### src/rtl/alu_mc.sv
// alu_mc: execution-stage ALU, single-cycle ADD/SUB/AND/OR/SLT plus iterative shift-add MUL, valid/ready both sides.
// ALU_MUL_HI_EN: when defined, MUL returns the high product half on o_result_hi; otherwise MUL exits early and o_result_hi is 0.
module alu_mc #(
  parameter int WIDTH  = 32,
  parameter int CTRL_W = 4
) (
  input  logic              i_clk,
  input  logic              i_reset,
  input  logic              i_in_valid,
  output logic              o_in_ready,
  input  logic [WIDTH-1:0]  i_data1,
  input  logic [WIDTH-1:0]  i_data2,
  input  logic [CTRL_W-1:0] i_alu_control,
  output logic              o_out_valid,
  input  logic              i_out_ready,
  output logic [WIDTH-1:0]  o_result,
  output logic [WIDTH-1:0]  o_result_hi,
  output logic              o_zero,
  output logic              o_illegal
);

  localparam int CW = $clog2(WIDTH + 1);

  localparam logic [1:0] S_IDLE     = 2'd0;
  localparam logic [1:0] S_MUL_BUSY = 2'd1;
  localparam logic [1:0] S_DONE     = 2'd2;

  localparam logic [CTRL_W-1:0] OP_ADD = CTRL_W'(0);
  localparam logic [CTRL_W-1:0] OP_SUB = CTRL_W'(1);
  localparam logic [CTRL_W-1:0] OP_MUL = CTRL_W'(2);
  localparam logic [CTRL_W-1:0] OP_AND = CTRL_W'(3);
  localparam logic [CTRL_W-1:0] OP_OR  = CTRL_W'(4);
  localparam logic [CTRL_W-1:0] OP_SLT = CTRL_W'(5);

  logic [1:0]       r_state;
  logic [CW-1:0]    r_cnt;
  logic [WIDTH-1:0] r_mcand;
  logic [WIDTH-1:0] r_mplr;
  logic [WIDTH-1:0] r_result;
  logic             r_zero;
  logic             r_illegal;

  logic             w_accept;
  logic             w_is_mul;
  logic             w_illegal;
  logic             w_slt;
  logic [WIDTH-1:0] w_alu_res;
  logic             w_mul_last;

`ifdef ALU_MUL_HI_EN
  logic [2*WIDTH:0] r_acc;
  logic [WIDTH-1:0] r_result_hi;
  logic [WIDTH:0]   w_upper;
  logic [2*WIDTH:0] w_acc_next;

  // Add into the upper half, then shift the whole accumulator right one place.
  assign w_upper    = r_mplr[0] ? (r_acc[2*WIDTH:WIDTH] + {1'b0, r_mcand}) : r_acc[2*WIDTH:WIDTH];
  assign w_acc_next = {w_upper, r_acc[WIDTH-1:0]} >> 1;
  assign w_mul_last = (r_cnt == CW'(1));
  assign o_result_hi = r_result_hi;
`else
  logic [WIDTH:0]   r_acc;
  logic [WIDTH:0]   w_acc_next;

  // Low half only: shift the multiplicand left instead, so stopping early leaves result aligned.
  assign w_acc_next = r_mplr[0] ? (r_acc + {1'b0, r_mcand}) : r_acc;
  assign w_mul_last = (r_cnt == CW'(1)) || (r_mplr[WIDTH-1:1] == '0);
  assign o_result_hi = '0;
`endif

  assign o_in_ready  = (r_state == S_IDLE) || ((r_state == S_DONE) && i_out_ready);
  assign o_out_valid = (r_state == S_DONE);
  assign o_result    = r_result;
  assign o_zero      = r_zero;
  assign o_illegal   = r_illegal;

  assign w_accept = i_in_valid && o_in_ready;
  assign w_is_mul = (i_alu_control == OP_MUL);
  assign w_slt    = $signed(i_data1) < $signed(i_data2);

  always_comb begin
    w_alu_res = '0;
    w_illegal = 1'b0;
    case (i_alu_control)
      OP_ADD:  w_alu_res = i_data1 + i_data2;
      OP_SUB:  w_alu_res = i_data1 - i_data2;
      OP_MUL:  w_alu_res = '0;
      OP_AND:  w_alu_res = i_data1 & i_data2;
      OP_OR:   w_alu_res = i_data1 | i_data2;
      OP_SLT:  w_alu_res = {{(WIDTH-1){1'b0}}, w_slt};
      default: w_illegal = 1'b1;
    endcase
  end

  always_ff @(posedge i_clk) begin
    if (i_reset) begin
      r_state     <= S_IDLE;
      r_cnt       <= '0;
      r_mcand     <= '0;
      r_mplr      <= '0;
      r_acc       <= '0;
      r_result    <= '0;
      r_zero      <= 1'b0;
      r_illegal   <= 1'b0;
`ifdef ALU_MUL_HI_EN
      r_result_hi <= '0;
`endif
    end else begin
      case (r_state)
        S_MUL_BUSY: begin
          r_acc  <= w_acc_next;
          r_mplr <= r_mplr >> 1;
          r_cnt  <= r_cnt - CW'(1);
`ifndef ALU_MUL_HI_EN
          r_mcand <= r_mcand << 1;
`endif
          if (w_mul_last) begin
            r_state  <= S_DONE;
            r_result <= w_acc_next[WIDTH-1:0];
`ifdef ALU_MUL_HI_EN
            r_result_hi <= w_acc_next[2*WIDTH-1:WIDTH];
`endif
          end
        end
        S_IDLE, S_DONE: begin
          if (w_accept) begin
            r_zero    <= (i_data1 == i_data2);
            r_illegal <= w_illegal;
            if (w_is_mul) begin
              r_state <= S_MUL_BUSY;
              r_mcand <= i_data1;
              r_mplr  <= i_data2;
              r_acc   <= '0;
              r_cnt   <= CW'(WIDTH);
            end else begin
              r_state  <= S_DONE;
              r_result <= w_alu_res;
`ifdef ALU_MUL_HI_EN
              r_result_hi <= '0;
`endif
            end
          end else if ((r_state == S_DONE) && i_out_ready) begin
            r_state <= S_IDLE;
          end
        end
        default: r_state <= S_IDLE;
      endcase
    end
  end

endmodule

### config.mk
export PLATFORM = sky130hd
export DESIGN_NAME = alu_mc
export DESIGN_NICKNAME = d
export VERILOG_FILES = /design/src/rtl/alu_mc.sv
export SDC_FILE = /design/constraint.sdc
export NUM_CORES = 1
export LEC_CHECK = 0
export CAP_MARGIN = 20
export CORE_MARGIN = 2
export CORE_UTILIZATION = 53
export CTS_CLUSTER_DIAMETER = 120
export CTS_CLUSTER_SIZE = 24
export DETAILED_ROUTE_END_ITERATION = 7
export PLACE_DENSITY = 0.81
export SYNTH_ARGS = -nofsm -noshare
export SYNTH_HDL_FRONTEND = slang
export SYNTH_SLANG_ARGS = --single-unit
### constraint.sdc
create_clock -name i_clk -period 3.5 [get_ports i_clk]
set_input_delay 0.7 -clock i_clk [delete_from_list [all_inputs] [get_ports i_clk]]
set_output_delay 0.7 -clock i_clk [all_outputs]
set_load 0.01 [all_outputs]
==> results of run 1 <==
==> worst max-delay path: stages <==
cell and delay [ps]:
clkdlybuf4s50_1 510, inv_1 90, ha_4 290, nor4_4 40, buf_4 150, a211oi_4 280
nand4_1 210, a21oi_2 260, o31ai_2 110, buf_4 170, a211oi_2 210, o21ai_1 70
buf_4 140, mux2_2 260, o221ai_1 150, o31ai_1 100
==> power by group <==
part / total, uW / switching (uW) / internal, uW
sequential: 1690 / 57.8 / 1630
clock: 1940 / 955 / 981
combinational: 1790 / 971 / 818
==> registers in the layout, summed over array words and instances (netlist names) <==
name and cells:
r_acc 32, r_mcand 32, r_cnt 6, r_mplr 32, r_state 2, o_zero 1, o_result 32, o_illegal 1
==> cells in the mapped netlist, types with 4 or more instances <==
cell type	number
a211oi_1	89
a21o_1	24
a21oi_1	137
a221o_1	4
a221oi_1	12
a22oi_1	10
a311oi_1	21
a31oi_1	11
a41oi_1	4
and2_1	13
and3_1	8
buf_1	5
buf_2	10
buf_4	32
clkbuf_1	91
dfxtp_1	138
ha_1	144
inv_1	105
mux2_2	10
mux2i_1	74
nand2_1	149
nand2b_1	11
nand3_1	32
nand4_1	12
nor2_1	215
nor2b_1	11
nor3_1	39
nor4_1	22
o211ai_1	13
o21a_1	8
o21ai_0	65
o21bai_1	24
o221ai_1	11
o22ai_1	5
o31ai_1	23
o41ai_1	4
or3_1	10
or4_1	6
xnor2_1	45
xor2_1	10
==> cell type report <==
type                            count  area (um2)
Multi-Input combinational cell   1369        9684
Tap cell                          324       405.4
Inverter                          107       401.6
Timing Repair Buffer              413        3445
Clock inverter                     15       201.4
Sequential cell                   138        2766
Fill cell                        1953        6777
Clock buffer                       17       425.4
==> what timing repair did <==
item	4_1_cts	5_1_grt
endpoints found under the setup margin	20	28
gates resized for setup	22	88
pin swaps	1	32
hold buffers	0	0
setup buffers	0	1
==> path summary, 6_finish.rpt <==
path                                             endpoint  slack, ps  depth (start not counted)                  start
worst max-delay path            o_result[31]$_SDFFE_PP0P_         70                         16             i_data1[4]
worst min-delay path                  o_zero$_SDFFE_PP0P_        470                          2    o_zero$_SDFFE_PP0P_
worst max register to register  o_result[30]$_SDFFE_PP0P_        240                         12  r_acc[0]$_SDFFE_PP0P_
worst min register to register        o_zero$_SDFFE_PP0P_        470                          2    o_zero$_SDFFE_PP0P_
==> stage by stage <==
step                std cells  instance area [um2]  util, %  hold slack (ps)
floorplan                1752                13030        -            447.9
global placement         2350                16260    67.45            445.7
detailed placement       2350                16260    67.45            460.5
CTS                      2382                16960    70.35            470.9
global route             2383                17330    71.89            477.9
finish                   2383                17330    71.89            472.6
==> logic make-up after synthesis <==
group / synth area share, %
AO/OA/AOI/OAI: 26.71
XOR/XNOR: 3.730
adder cells (fa/ha/maj): 14.42
buffers and inverters: 8.148
flip-flops: 21.39
multiplexers: 6.607
other: 0.02904
AND/OR/NAND/NOR: 18.97
==> layer usage <==
layer	routed length [um]	global-route usage, %	part of all wire (%)
met1	21930	54.37	44
met2	21580	58.68	43
met5	0	0	0
met4	1504	11.71	3.0
met3	5273	6.649	10
==> reports/qor.csv, run 1 <==
stage,metric,value,unit
cells_and_area,layout cell share with drive strength beyond 1,21.52,%
pwr,Total Power,5410,uW
synthesis,biggest area consumer among synthesized cells,dfxtp_1,
pwr,Worst VDD drop,221.1,uV
place,port bufs,107,
critical_path,CP required,3790,ps
pwr,Static Leak,0.007332,uW
route,via/cell ratio,6.128,
critical_path,Worst setup EP type,flip-flop,
cts,CTS tree,yes,
synthesis,Synth area leaders,"dfxtp_1, ha_1, nor2_1",
route,drt total wl,50290,um
floorplan,Die W,160.1,um
cells_and_area,Inserted Diodes,0,
sta,unrepaired setup endpoints after global routing,yes,
global_route,first-pass GRT wire length,76830,um
global_route,GR Overflow Total,0,
sta,Final Max Tran Viols,0,
sta,slew margin rel.,47.88,%
route,DR vias,14600,
floorplan,Initial Util,53.58,%
synthesis,"Avg Cell Area, Syn",7.504,um2
floorplan,I/O pin total,140,
cts,H-Tree Depth,4,
sta,final worst path period need,3435,ps
synthesis,Cells after Synth,1721,
sta,endpoints failing setup,0,
route,ANT nets after route,0,
synthesis,synthesized flop and latch total,138,
critical_path,crit path DAT,3730,ps
floorplan,CORE AREA,24110,um2
min_path,worst hold path class,flip-flop to flip-flop,
sta,Setup Total Neg Slack,0,ps
critical_path,Crit Path Max Fanout,3,
cts,Skew-Pair Late Insertion Delay,450,ps
global_route,vias in the first global route,13640,
cts,clock-pin slew of the registers on the worst-case setup and hold paths,70,ps
synthesis,sequential-to-total area share from yosys stat,21.39,%
global_route,GRT Total Usage,38.13,%
synthesis,async set-reset flop share out of synthesis,0,%
route,WL per Instance,21.10,um
cts,TritonCTS buffer count,17,
synthesis,Syn. warnings,0,
floorplan,Die Height,160.1,um
cells_and_area,"leading cell type in the layout, fill and taps excluded",buf_4,
place,Final GP Congestion,0.9931,
run,max-cap viol count,0,
cts,Clock Path Buffers,2,
route,Pre-Repair DR Iteration Count,6,
cells_and_area,Total Nets Final,2265,
sta,fin crit share,98.14,%
pwr,Pwr Density,312.2,nW/um2
global_route,initial antenna violation count,1,
floorplan,die area,25630,um2
critical_path,element type at the critical path start,primary input,
critical_path,WS Path Type,primary input to flip-flop,
floorplan,cell row count,57,
global_route,largest net degree at the start of global routing,64,
sta,post-route setup slack,65.14,ps
run_status,status,finished clean,
cells_and_area,"commonest non-fill, non-tap cells in the layout","buf_4, nor2_1, nand2_1, dfxtp_1, ha_1",
sta,Final Hold Fails,0,
synthesis,mapped cell area,12910,um2
synthesis,"Top FF cell, synth",dfxtp_1,
cells_and_area,area grow syn2layout,34.18,%
cts,clk sinks,138,
sta,f_max,0.2911,GHz
cts,Root Buffer,clkbuf_16,
route,DRC viols,0,
sta,clk_skew,14.81,ps
sta,Slew @ Worst Pin,781.8,ps
place,HPWL Detailed,38730,um
route,DRT iter0 DRCs,1585,
synthesis,post-synth top area share,21.39,%
synthesis,Post-synth EDFFs,0,
synthesis,number of distinct library cells after synthesis,75,
place,Post-Place Setup Slack,-873.7,ps
(Power assumes the default switching activity.)
==> run 2, diff against run 1 <==
Settings changed: CORE_UTILIZATION 53 to 45, HOLD_SLACK_MARGIN set to 0.02, PLACE_DENSITY 0.81 to 0.7.
==> reports/qor.csv, run 2 (same netlist as run 1, synthesis figures left out) <==
stage,metric,value,unit,change
critical_path,FF-to-FF path depth,11,,-1
sta,slew margin rel.,51.33,%,+3.5 points
critical_path,WS Path Type,primary input to flip-flop,,
cells_and_area,Reg area,2766,um2,unchanged
critical_path,Crit Path Max Fanout,8,,+5
sta,final worst path period need,3434,ps,-0.9185 ps
critical_path,"Buf+Inv Stages, Crit Path",3,,-2
sta,f_max,0.2912,GHz,about the same
global_route,vias in the first global route,13620,,-0.14%
floorplan,cell row count,62,,+8.8%
cts,clock-pin slew of the registers on the worst-case setup and hold paths,70,ps,about the same
sta,post-route setup slack,66.06,ps,+0.9185 ps
cts,Skew-Pair Late Insertion Delay,450,ps,about the same
critical_path,"Critical Path, Cell by Cell",clkdlybuf4s50_1 -> inv_1 -> ha_2 -> nor2_1 -> o21ai_0 -> a311oi_1 -> o31ai_1 -> buf_4 -> nand3_1 -> a41oi_1 -> nor2_2 -> o31a_1 -> a2111oi_2 -> a311oi_1,,
global_route,initial antenna violation count,2,,+1
route,DRT iter0 DRCs,1371,,-14%
sta,clk_skew,11.54,ps,-3.269 ps
critical_path,Critical-path top delay cell,clkdlybuf4s50_1,,
cells_and_area,area grow syn2layout,37.21,%,
sta,endpoints failing setup,0,,unchanged
route,drt total wl,50690,um,+0.80%
cells_and_area,"leading cell type in the layout, fill and taps excluded",buf_4,,
critical_path,CP required,3790,ps,about the same
place,Final GP Congestion,0.9959,,+0.28%
global_route,GR Overflow Total,0,,unchanged
sta,Final Max Tran Viols,0,,unchanged
run_status,status,finished clean,,
floorplan,die area,30070,um2,+17%
cells_and_area,"commonest non-fill, non-tap cells in the layout","buf_4, nor2_1, nand2_1, dfxtp_1, ha_1",,
sta,fin crit share,98.11,%,about the same
critical_path,critical path's top delay family,compound AO/OA/AOI/OAI gates,,
cells_and_area,area of the multi-input gates,9748,um2,+0.66%
place,HPWL Detailed,39450,um,+1.9%
cells_and_area,layout cell share with drive strength beyond 1,23.27,%,+1.8 points
cts,TritonCTS buffer count,17,,unchanged
global_route,GRT Total Usage,32.62,%,-5.5 points
route,DR vias,14410,,-1.3%
floorplan,Initial Util,45.36,%,-8.2 points
floorplan,Die Height,173.4,um,+8.3%
pwr,Pwr Density,310.7,nW/um2,-0.48%
floorplan,CORE AREA,28470,um2,+18%
cts,Clock Path Buffers,2,,unchanged
sta,unrepaired setup endpoints after global routing,yes,,
pwr,Static Leak,0.007543,uW,+2.9%
cts,Root Buffer,clkbuf_16,,
critical_path,element type at the critical path start,primary input,,
cells_and_area,Fill cells,2567,,+31%
critical_path,Worst setup EP type,flip-flop,,
route,Pre-Repair DR Iteration Count,6,,unchanged
cts,CTS tree,yes,,
critical_path,Worst path most repeated cell,a311oi_1,,
min_path,hold depth,2,,unchanged
critical_path,Crit path depth,14,,-2
pwr,Worst VDD drop,327.1,uV,+48%
sta,Slew @ Worst Pin,730.1,ps,-51.78 ps
route,DRC viols,0,,unchanged
sta,Final Hold Fails,0,,unchanged
cells_and_area,Total Nets Final,2290,,+1.1%
route,ANT nets after route,0,,unchanged
global_route,first-pass GRT wire length,76880,um,about the same
cts,H-Tree Depth,4,,unchanged
route,via/cell ratio,5.837,,-4.7%
place,port bufs,107,,unchanged
route,WL per Instance,20.53,um,-2.7%
critical_path,"slowest stage delay, CP",470,ps,-40 ps
global_route,largest net degree at the start of global routing,136,,+110%
floorplan,I/O pin total,140,,unchanged
cts,cts hold-fix bufs,0,,unchanged
floorplan,Die W,173.4,um,+8.3%
critical_path,crit path DAT,3720,ps,about the same
min_path,worst hold path class,flip-flop to flip-flop,,
run,max-cap viol count,0,,unchanged
pwr,Total Power,5506,uW,+1.8%
place,Post-Place Setup Slack,-874.3,ps,-0.6800 ps
cts,clk sinks,138,,unchanged
run 2: changes by cell type in the layout (fill, tap and decap cells not counted), moves of 5 or more:
cell	delta
a211oi_1	+5
a211oi_2	-5
a21oi_1	-7
a21oi_2	+6
buf_4	+18
clkdlybuf4s50_1	-10
clkinv_8	-7
dlymetal6s2s_1	+10
inv_1	-8
inv_2	+8
run 2: worst reg2reg max path, cell delays in order, from the launching register on:
cell and delay, ps:
dfxtp_1 440, ha_1 300, a211oi_2 320, o211ai_1 160
a211oi_2 380, nor4_1 120, nor2_2 180, o211ai_2 150
a21o_1 230, or4_1 410, a41o_1 310, a311oi_2 240
run 2: repair_timing:
item                       4_1_cts  5_1_grt
setup endpoints to repair       23       28
pin swaps                       15       39
setup buffers                    1        8
gates cloned                     0        0
gates resized for setup         29      112
run 2: cell type report:
| type | count | area share [%] |
|---|---|---|
| Inverter | 107 | 2.266 |
| Timing Repair Buffer | 438 | 20.89 |
| Clock inverter | 15 | 1.101 |
| Clock buffer | 17 | 2.401 |
| Tap cell | 384 | 2.711 |
| Multi-Input combinational cell | 1369 | 55.01 |
| Antenna cell | 1 | 0.01412 |
| Sequential cell | 138 | 15.61 |
run 2: final timing paths:
| check | startpoint | to | slack [ps] |
|---|---|---|---|
| max | i_data2[16] | o_result[30]$_SDFFE_PP0P_ | 70 |
| min | o_zero$_SDFFE_PP0P_ | o_zero$_SDFFE_PP0P_ | 470 |
| min reg2reg | o_zero$_SDFFE_PP0P_ | o_zero$_SDFFE_PP0P_ | 470 |
| max reg2reg | r_mcand[1]$_SDFFE_PP0P_ | o_result[29]$_SDFFE_PP0P_ | 150 |
run 2: per-layer routing:
metal	GRT usage (%)	up-vias	wire length, um
met5	0	-	11
li1	-	6860	-
met3	5.329	116	3897
met4	12.82	2	1810
met1	45.64	6824	23050
met2	50.07	610	21930
run 2: through the flow:
stage          utilization, %  cells  hold slack (ps)  area, um2  setup TNS [ps]
2_1_floorplan               -   1752            447.9      13030               0
5_1_grt                 62.24   2468            479.0      17720          -108.1
6_report                62.24   2469            466.8      17720               0
3_3_place_gp            57.91   2427            446.8      16490          -14440
3_5_place_dp            57.91   2427            448.7      16490          -16170
4_1_cts                 60.53   2460            461.5      17230               0
run 2: power breakdown:
part	leakage, uW	switching [uW]	total, uW	internal [uW]
clock network	0.000303	899	1990	1100
registers	0.00112	53.4	1680	1630
logic	0.00612	984	1830	846
total	0.00754	1940	5510	3570
==> run 3, diff against run 2 <==
Settings changed: CORE_ASPECT_RATIO set to 1.2, CORE_MARGIN 2 to not set.
==> reports/qor.csv, run 3 (same netlist as run 1, synthesis figures left out) <==
stage,metric,value,unit,change
run_status,status,finished clean,,
global_route,GRT Total Usage,33.82,%,+1.2 points
floorplan,CORE AREA,28080,um2,-1.4%
critical_path,reg2reg start,r_mcand[0]$_SDFFE_PP0P_,,
cells_and_area,Total Nets Final,2294,,+0.17%
route,ANT nets after route,0,,unchanged
place,HPWL Detailed,38840,um,-1.5%
sta,Slew @ Worst Pin,645.9,ps,-84.15 ps
cells_and_area,fin area,17850,um2,+0.73%
route,WL per Instance,20.34,um,-0.95%
critical_path,"slowest stage delay, CP",490,ps,+20 ps
cells_and_area,"leading cell type in the layout, fill and taps excluded",buf_4,,
cells_and_area,"commonest non-fill, non-tap cells in the layout","buf_4, nor2_1, nand2_1, dfxtp_1, ha_1",,
sta,fin crit share,99.57,%,+1.5 points
critical_path,Worst setup EP type,flip-flop,,
route,via/cell ratio,5.858,,+0.35%
cells_and_area,Inserted Diodes,0,,-1
sta,Final Hold Fails,0,,unchanged
pwr,Pwr Density,307.5,nW/um2,-1.0%
route,DRC viols,0,,unchanged
pwr,Worst VDD drop,209.4,uV,-36%
cts,CTS tree,yes,,
global_route,vias in the first global route,13720,,+0.75%
critical_path,Critical-path top delay cell,clkdlybuf4s50_1,,
cells_and_area,Layout Cells excl Fill,2467,,-0.081%
cells_and_area,area grow syn2layout,38.22,%,
sta,clk_skew,12.93,ps,+1.386 ps
sta,endpoints failing setup,0,,unchanged
pwr,Static Leak,0.007573,uW,+0.39%
route,drt total wl,50170,um,-1.0%
floorplan,cell row count,67,,+8.1%
global_route,GR Overflow Total,0,,unchanged
place,dpl cells,2418,,-0.37%
critical_path,"Buf+Inv Stages, Crit Path",6,,+3
global_route,largest net degree at the start of global routing,108,,-21%
floorplan,Die W,156.7,um,-9.7%
critical_path,CP required,3850,ps,+60 ps
floorplan,I/O pin total,140,,unchanged
cts,Skew-Pair Late Insertion Delay,440,ps,about the same
route,DR vias,14450,,+0.27%
place,Area after DPL,16440,um2,-0.30%
floorplan,die area,29380,um2,-2.3%
critical_path,crit path DAT,3840,ps,+120 ps
sta,Final Max Tran Viols,0,,unchanged
critical_path,FF-to-FF path depth,14,,+3
cts,H-Tree Depth,4,,unchanged
cells_and_area,layout cell share with drive strength beyond 1,23.71,%,+0.43 points
critical_path,element type at the critical path start,primary input,,
critical_path,Setup crit end,o_result[24]$_SDFFE_PP0P_,,
place,Final GP Congestion,0.9889,,-0.70%
critical_path,Crit Path Max Fanout,4,,-4
cts,TritonCTS buffer count,17,,unchanged
cts,clk sinks,138,,unchanged
cts,Clock Path Buffers,2,,unchanged
global_route,initial antenna violation count,0,,-2
min_path,worst hold path class,flip-flop to flip-flop,,
critical_path,WS Path Type,primary input to flip-flop,,
critical_path,"Critical Path, Cell by Cell",clkdlybuf4s50_1 -> inv_1 -> ha_4 -> inv_1 -> buf_4 -> o211a_4 -> nand2b_1 -> o2bb2ai_2 -> nor2_2 -> buf_6 -> a2111oi_4 -> buf_4 -> xnor2_1 -> o31ai_1 -> o21ai_1 -> a211oi_1,,
global_route,first-pass GRT wire length,76340,um,-0.70%
run,max-cap viol count,0,,unchanged
place,port bufs,107,,unchanged
cts,cts hold-fix bufs,0,,unchanged
sta,final worst path period need,3485,ps,+50.85 ps
critical_path,Crit. Startpoint,i_data1[9],,
route,DRT iter0 DRCs,1318,,-3.9%
critical_path,critical path's top delay family,compound AO/OA/AOI/OAI gates,,
floorplan,Die Height,187.6,um,+8.2%
route,Pre-Repair DR Iteration Count,5,,-1
critical_path,Worst R2R Setup Slack,200,ps,+50 ps
cts,Root Buffer,clkbuf_16,,
place,Post-Place Setup Slack,-1002,ps,-128.0 ps
critical_path,reg-to-reg endpoint,o_result[24]$_SDFFE_PP0P_,,
sta,slew margin rel.,56.78,%,+5.5 points
floorplan,Initial Util,45.99,%,+0.62 points
cts,clock-pin slew of the registers on the worst-case setup and hold paths,70,ps,about the same
sta,post-route setup slack,15.21,ps,-50.85 ps
sta,f_max,0.2870,GHz,-1.5%
sta,unrepaired setup endpoints after global routing,yes,,
critical_path,Crit path depth,16,,+2
==> run 3: cell types whose count changed in the layout (fill, tap and decap cells not counted), moves of 4 or more <==
cell	previous run	this run
buf_4	317	324
inv_8	6	0
inv_1	92	96
inv_2	13	9
clkdlybuf4s50_1	88	92
==> run 3: worst reg2reg max path, stage by stage, from the launching register on <==
cell and delay, ps:
dfxtp_1 320, ha_1 230, fa_1 430, a211oi_2 240, o21bai_1 130, o21ai_0 220
buf_4 160, a31oi_1 160, buf_4 190, and4_1 190, o22ai_1 220, xor2_1 100
a211oi_1 310, nor2_1 110, a211oi_1 190
==> run 3: worst min path at each step <==
stage                                  end  slack, ps                    from  depth (start not counted)
global route           o_zero$_SDFFE_PP0P_        480     o_zero$_SDFFE_PP0P_                          2
global placement       o_zero$_SDFFE_PP0P_        450     o_zero$_SDFFE_PP0P_                          2
finish                 o_zero$_SDFFE_PP0P_        460     o_zero$_SDFFE_PP0P_                          2
detailed placement     o_zero$_SDFFE_PP0P_        450     o_zero$_SDFFE_PP0P_                          2
floorplan           r_acc[20]$_SDFFE_PP0P_        450  r_acc[20]$_SDFFE_PP0P_                          2
CTS                    o_zero$_SDFFE_PP0P_        460     o_zero$_SDFFE_PP0P_                          2
==> run 3: per-stage QoR <==
stage / total power, uW / TNS (ps) / hold slack (ps) / util (%)
2_1_floorplan: 2550 / 0 / 447.9 / -
3_3_place_gp: 3354 / -16660 / 447.3 / 58.53
3_5_place_dp: 3366 / -17710 / 450.8 / 58.53
4_1_cts: 5346 / -29.07 / 457.7 / 61.72
5_1_grt: 5695 / -193.4 / 477.0 / 63.56
6_report: 5489 / 0 / 457.5 / 63.56
==> run 3: layer usage <==
layer  share of wire (%)  GRT usage, %  up-vias
met5                   0             0        -
met4                 2.9         10.75        0
met3                 6.5         4.183       95
met2                  47         56.10      623
met1                  44         45.16     6891
li1                    -             -     6842
==> run 3: cell type report <==
class | instances | area [um2]
clock buffers | 20 | 456.7
clock inverters | 12 | 161.4
fillers | 2471 | 10230
inverters | 107 | 401.6
multi-input cells | 1369 | 9882
flip-flops and latches | 138 | 2766
well taps | 379 | 474.2
repair buffers | 442 | 3709
==> run 3: repair_timing <==
action,CTS,global route
hold endpoints to repair,0,0
endpoints found under the setup margin,21,25
gates cloned,0,0
pin swaps,9,38
buffers inserted,2,15
gates resized for setup,47,106
==> run 3: where the power goes <==
part | leakage (uW) | internal, uW | switching (uW)
registers | 0.00112 | 1630 | 57.5
clock network | 0.000305 | 1170 | 783
logic | 0.00615 | 866 | 985
total | 0.00757 | 3660 | 1830
==> RTL edit (flow settings as in run 3) <==
Change the parameter `CTRL_W` from 4 to 6.
--- a/src/rtl/alu_mc.sv
+++ b/src/rtl/alu_mc.sv
@@ -3,5 +3,5 @@
 module alu_mc #(
   parameter int WIDTH  = 32,
-  parameter int CTRL_W = 4
+  parameter int CTRL_W = 6
 ) (
   input  logic              i_clk,
Ports: changed (resized i_alu_control); port bits go from 140 to 142. No check against the original RTL was run, so the function may have changed too.
==> RTL edit against run 3 <==
- clock power decreased by 6%
- critical path depth decreased by 3
- synthesized area decreased by 0.97%
- routed wire length decreased by 2.7%
- power decreased by 7.9%
- setup slack got worse by 8.0 ps
- design area decreased by 3.2%
- sequential cell count unchanged
==> RTL edit: results (changes against run 3) <==
### Status
* **outcome** finished, final reports clean

### GRT
* **met2 demand-to-capacity share in global routing** 55.6%, -0.50 points
* **GR Layer Usage met3** 5.04%, +0.86 points
* **met1 demand-to-capacity share in global routing** 44.3%, -0.87 points
* **total routing resource utilization after global routing** 33.6%, -0.21 points
* **first-pass GRT wire length** 75300 µm, -1.4%

### Synthesis
* **sequential-to-total area share from yosys stat** 21.6%, +0.21 points
* **cell types with the largest area share after synthesis** dfxtp_1, ha_1, nor2_1
* **top cells by instance count after synthesis** nor2_1, ha_1, a21oi_1
* **gate count of the mapped netlist** 1693, -1.6%

### Drt
* **wl on met1** 21200 µm, -3.6%
* **met3 routed WL** 3390 µm, +4.6%
* **total via count after detailed routing** 14100, -2.7%
* **number of iterations in the first detailed-routing pass** 5, unchanged
* **Met2 Routed Length** 22800 µm, -2.7%
* **total wirelength of the detailed-routed design** 48800 µm, -2.7%

### Worst hold path
* **Hold Crit Start** r_acc[31]$_SDFFE_PP0P_
* **Worst Hold Endpoint** r_acc[31]$_SDFFE_PP0P_

### Final layout
* **post-layout net count** 2247, -2.0%
* **fill cell instance count of the final layout** 2507, +1.5%
* **number of non-filler instances in the completed layout** 2418, -2.0%
* **post-route cell area** 0.0173 mm², -3.2%

### Power and ir drop
* **static leakage power** 7.24 nW, -4.3%
* **VDD IR-drop max** 0.205 mV, -1.9%

### Placed design
* **buffers added on ports** 109, +1.9%
* **Setup Slack @ Placement** -906 ps, +95.8 ps
* **Final GP Congestion** 0.980, -0.92%
* **instance area at placement** 0.0162 mm², -1.5%

### Worst setup path
* **Worst Reg2Reg Path Length in Cells** 13, -1
* **arrival time worst endpoint** 3870 ps, +30 ps
* **Critical Path Fanout Max** 5, +1
* **setup slack of the most critical reg-to-reg path** 120 ps, -80 ps
* **reg2reg end** o_result[28]$_SDFFE_PP0P_

### STA
* **setup clock skew after layout** 8.94 ps, -3.99 ps
* **final hold slack** 464 ps, +6.81 ps
* **max_slew headroom** 47.6%, -9.2 points

-- RTL edit: critical path, cell delays in order --
cell           delay (ps)
dlygate4sd2_1         300
inv_1                 110
ha_4                  270
or4_4                 550
a211oi_2              160
a21boi_4              240
o31ai_4                80
and3b_4               210
o31ai_4               310
a311oi_2              160
or4_1                 400
and3_1                160
a211oi_2              210
-- RTL edit: timing repair --
item,in CTS,in global routing
buffers inserted,1,2
setup endpoints to repair,20,18
pin swaps,17,27
hold buffers,0,0
gates resized for setup,55,69
-- RTL edit: power by group --
group          internal [mW]  total [mW]  switching, mW
combinational          0.739        1.59          0.850
sequential              1.60        1.63         0.0281
clock                  0.946        1.84          0.892
-- RTL edit: kinds of logic (layout without fill, tap and decap cells) --
group,Yosys count,count (layout),share of synthesized area (%)
mux,82,82,6.48
compound gates,524,524,27.4
simple gates,499,499,17.5
flops,138,138,21.6
other cells,1,32,0.0293
xor+xnor,56,56,3.83
fa+ha+maj,147,147,14.6
buf+inv,246,561,8.64
-- RTL edit: how the worst max path moves through the flow --
stage	startpoint	to	slack, ps	cells after the start
after floorplan	i_data1[7]	o_result[28]$_SDFFE_PP0P_	6	13
after global placement	i_data1[1]	o_result[21]$_SDFFE_PP0P_	-800	14
after detailed placement	i_data2[0]	o_result[26]$_SDFFE_PP0P_	-910	13
after CTS	i_data2[6]	o_result[28]$_SDFFE_PP0P_	0.7	13
after global routing	i_data1[3]	o_result[31]$_SDFFE_PP0P_	-90	15
final	i_data1[9]	o_result[28]$_SDFFE_PP0P_	7	13
-- RTL edit: cell type report --
cell class / instances / share of cell area (%)
multi-input combinational: 1340 / 55.3
clock buffer: 17 / 2.46
clock inverter: 15 / 0.869
inverter: 111 / 2.41
tap: 379 / 2.74
timing repair buffer: 418 / 20.2
sequential: 138 / 16.0
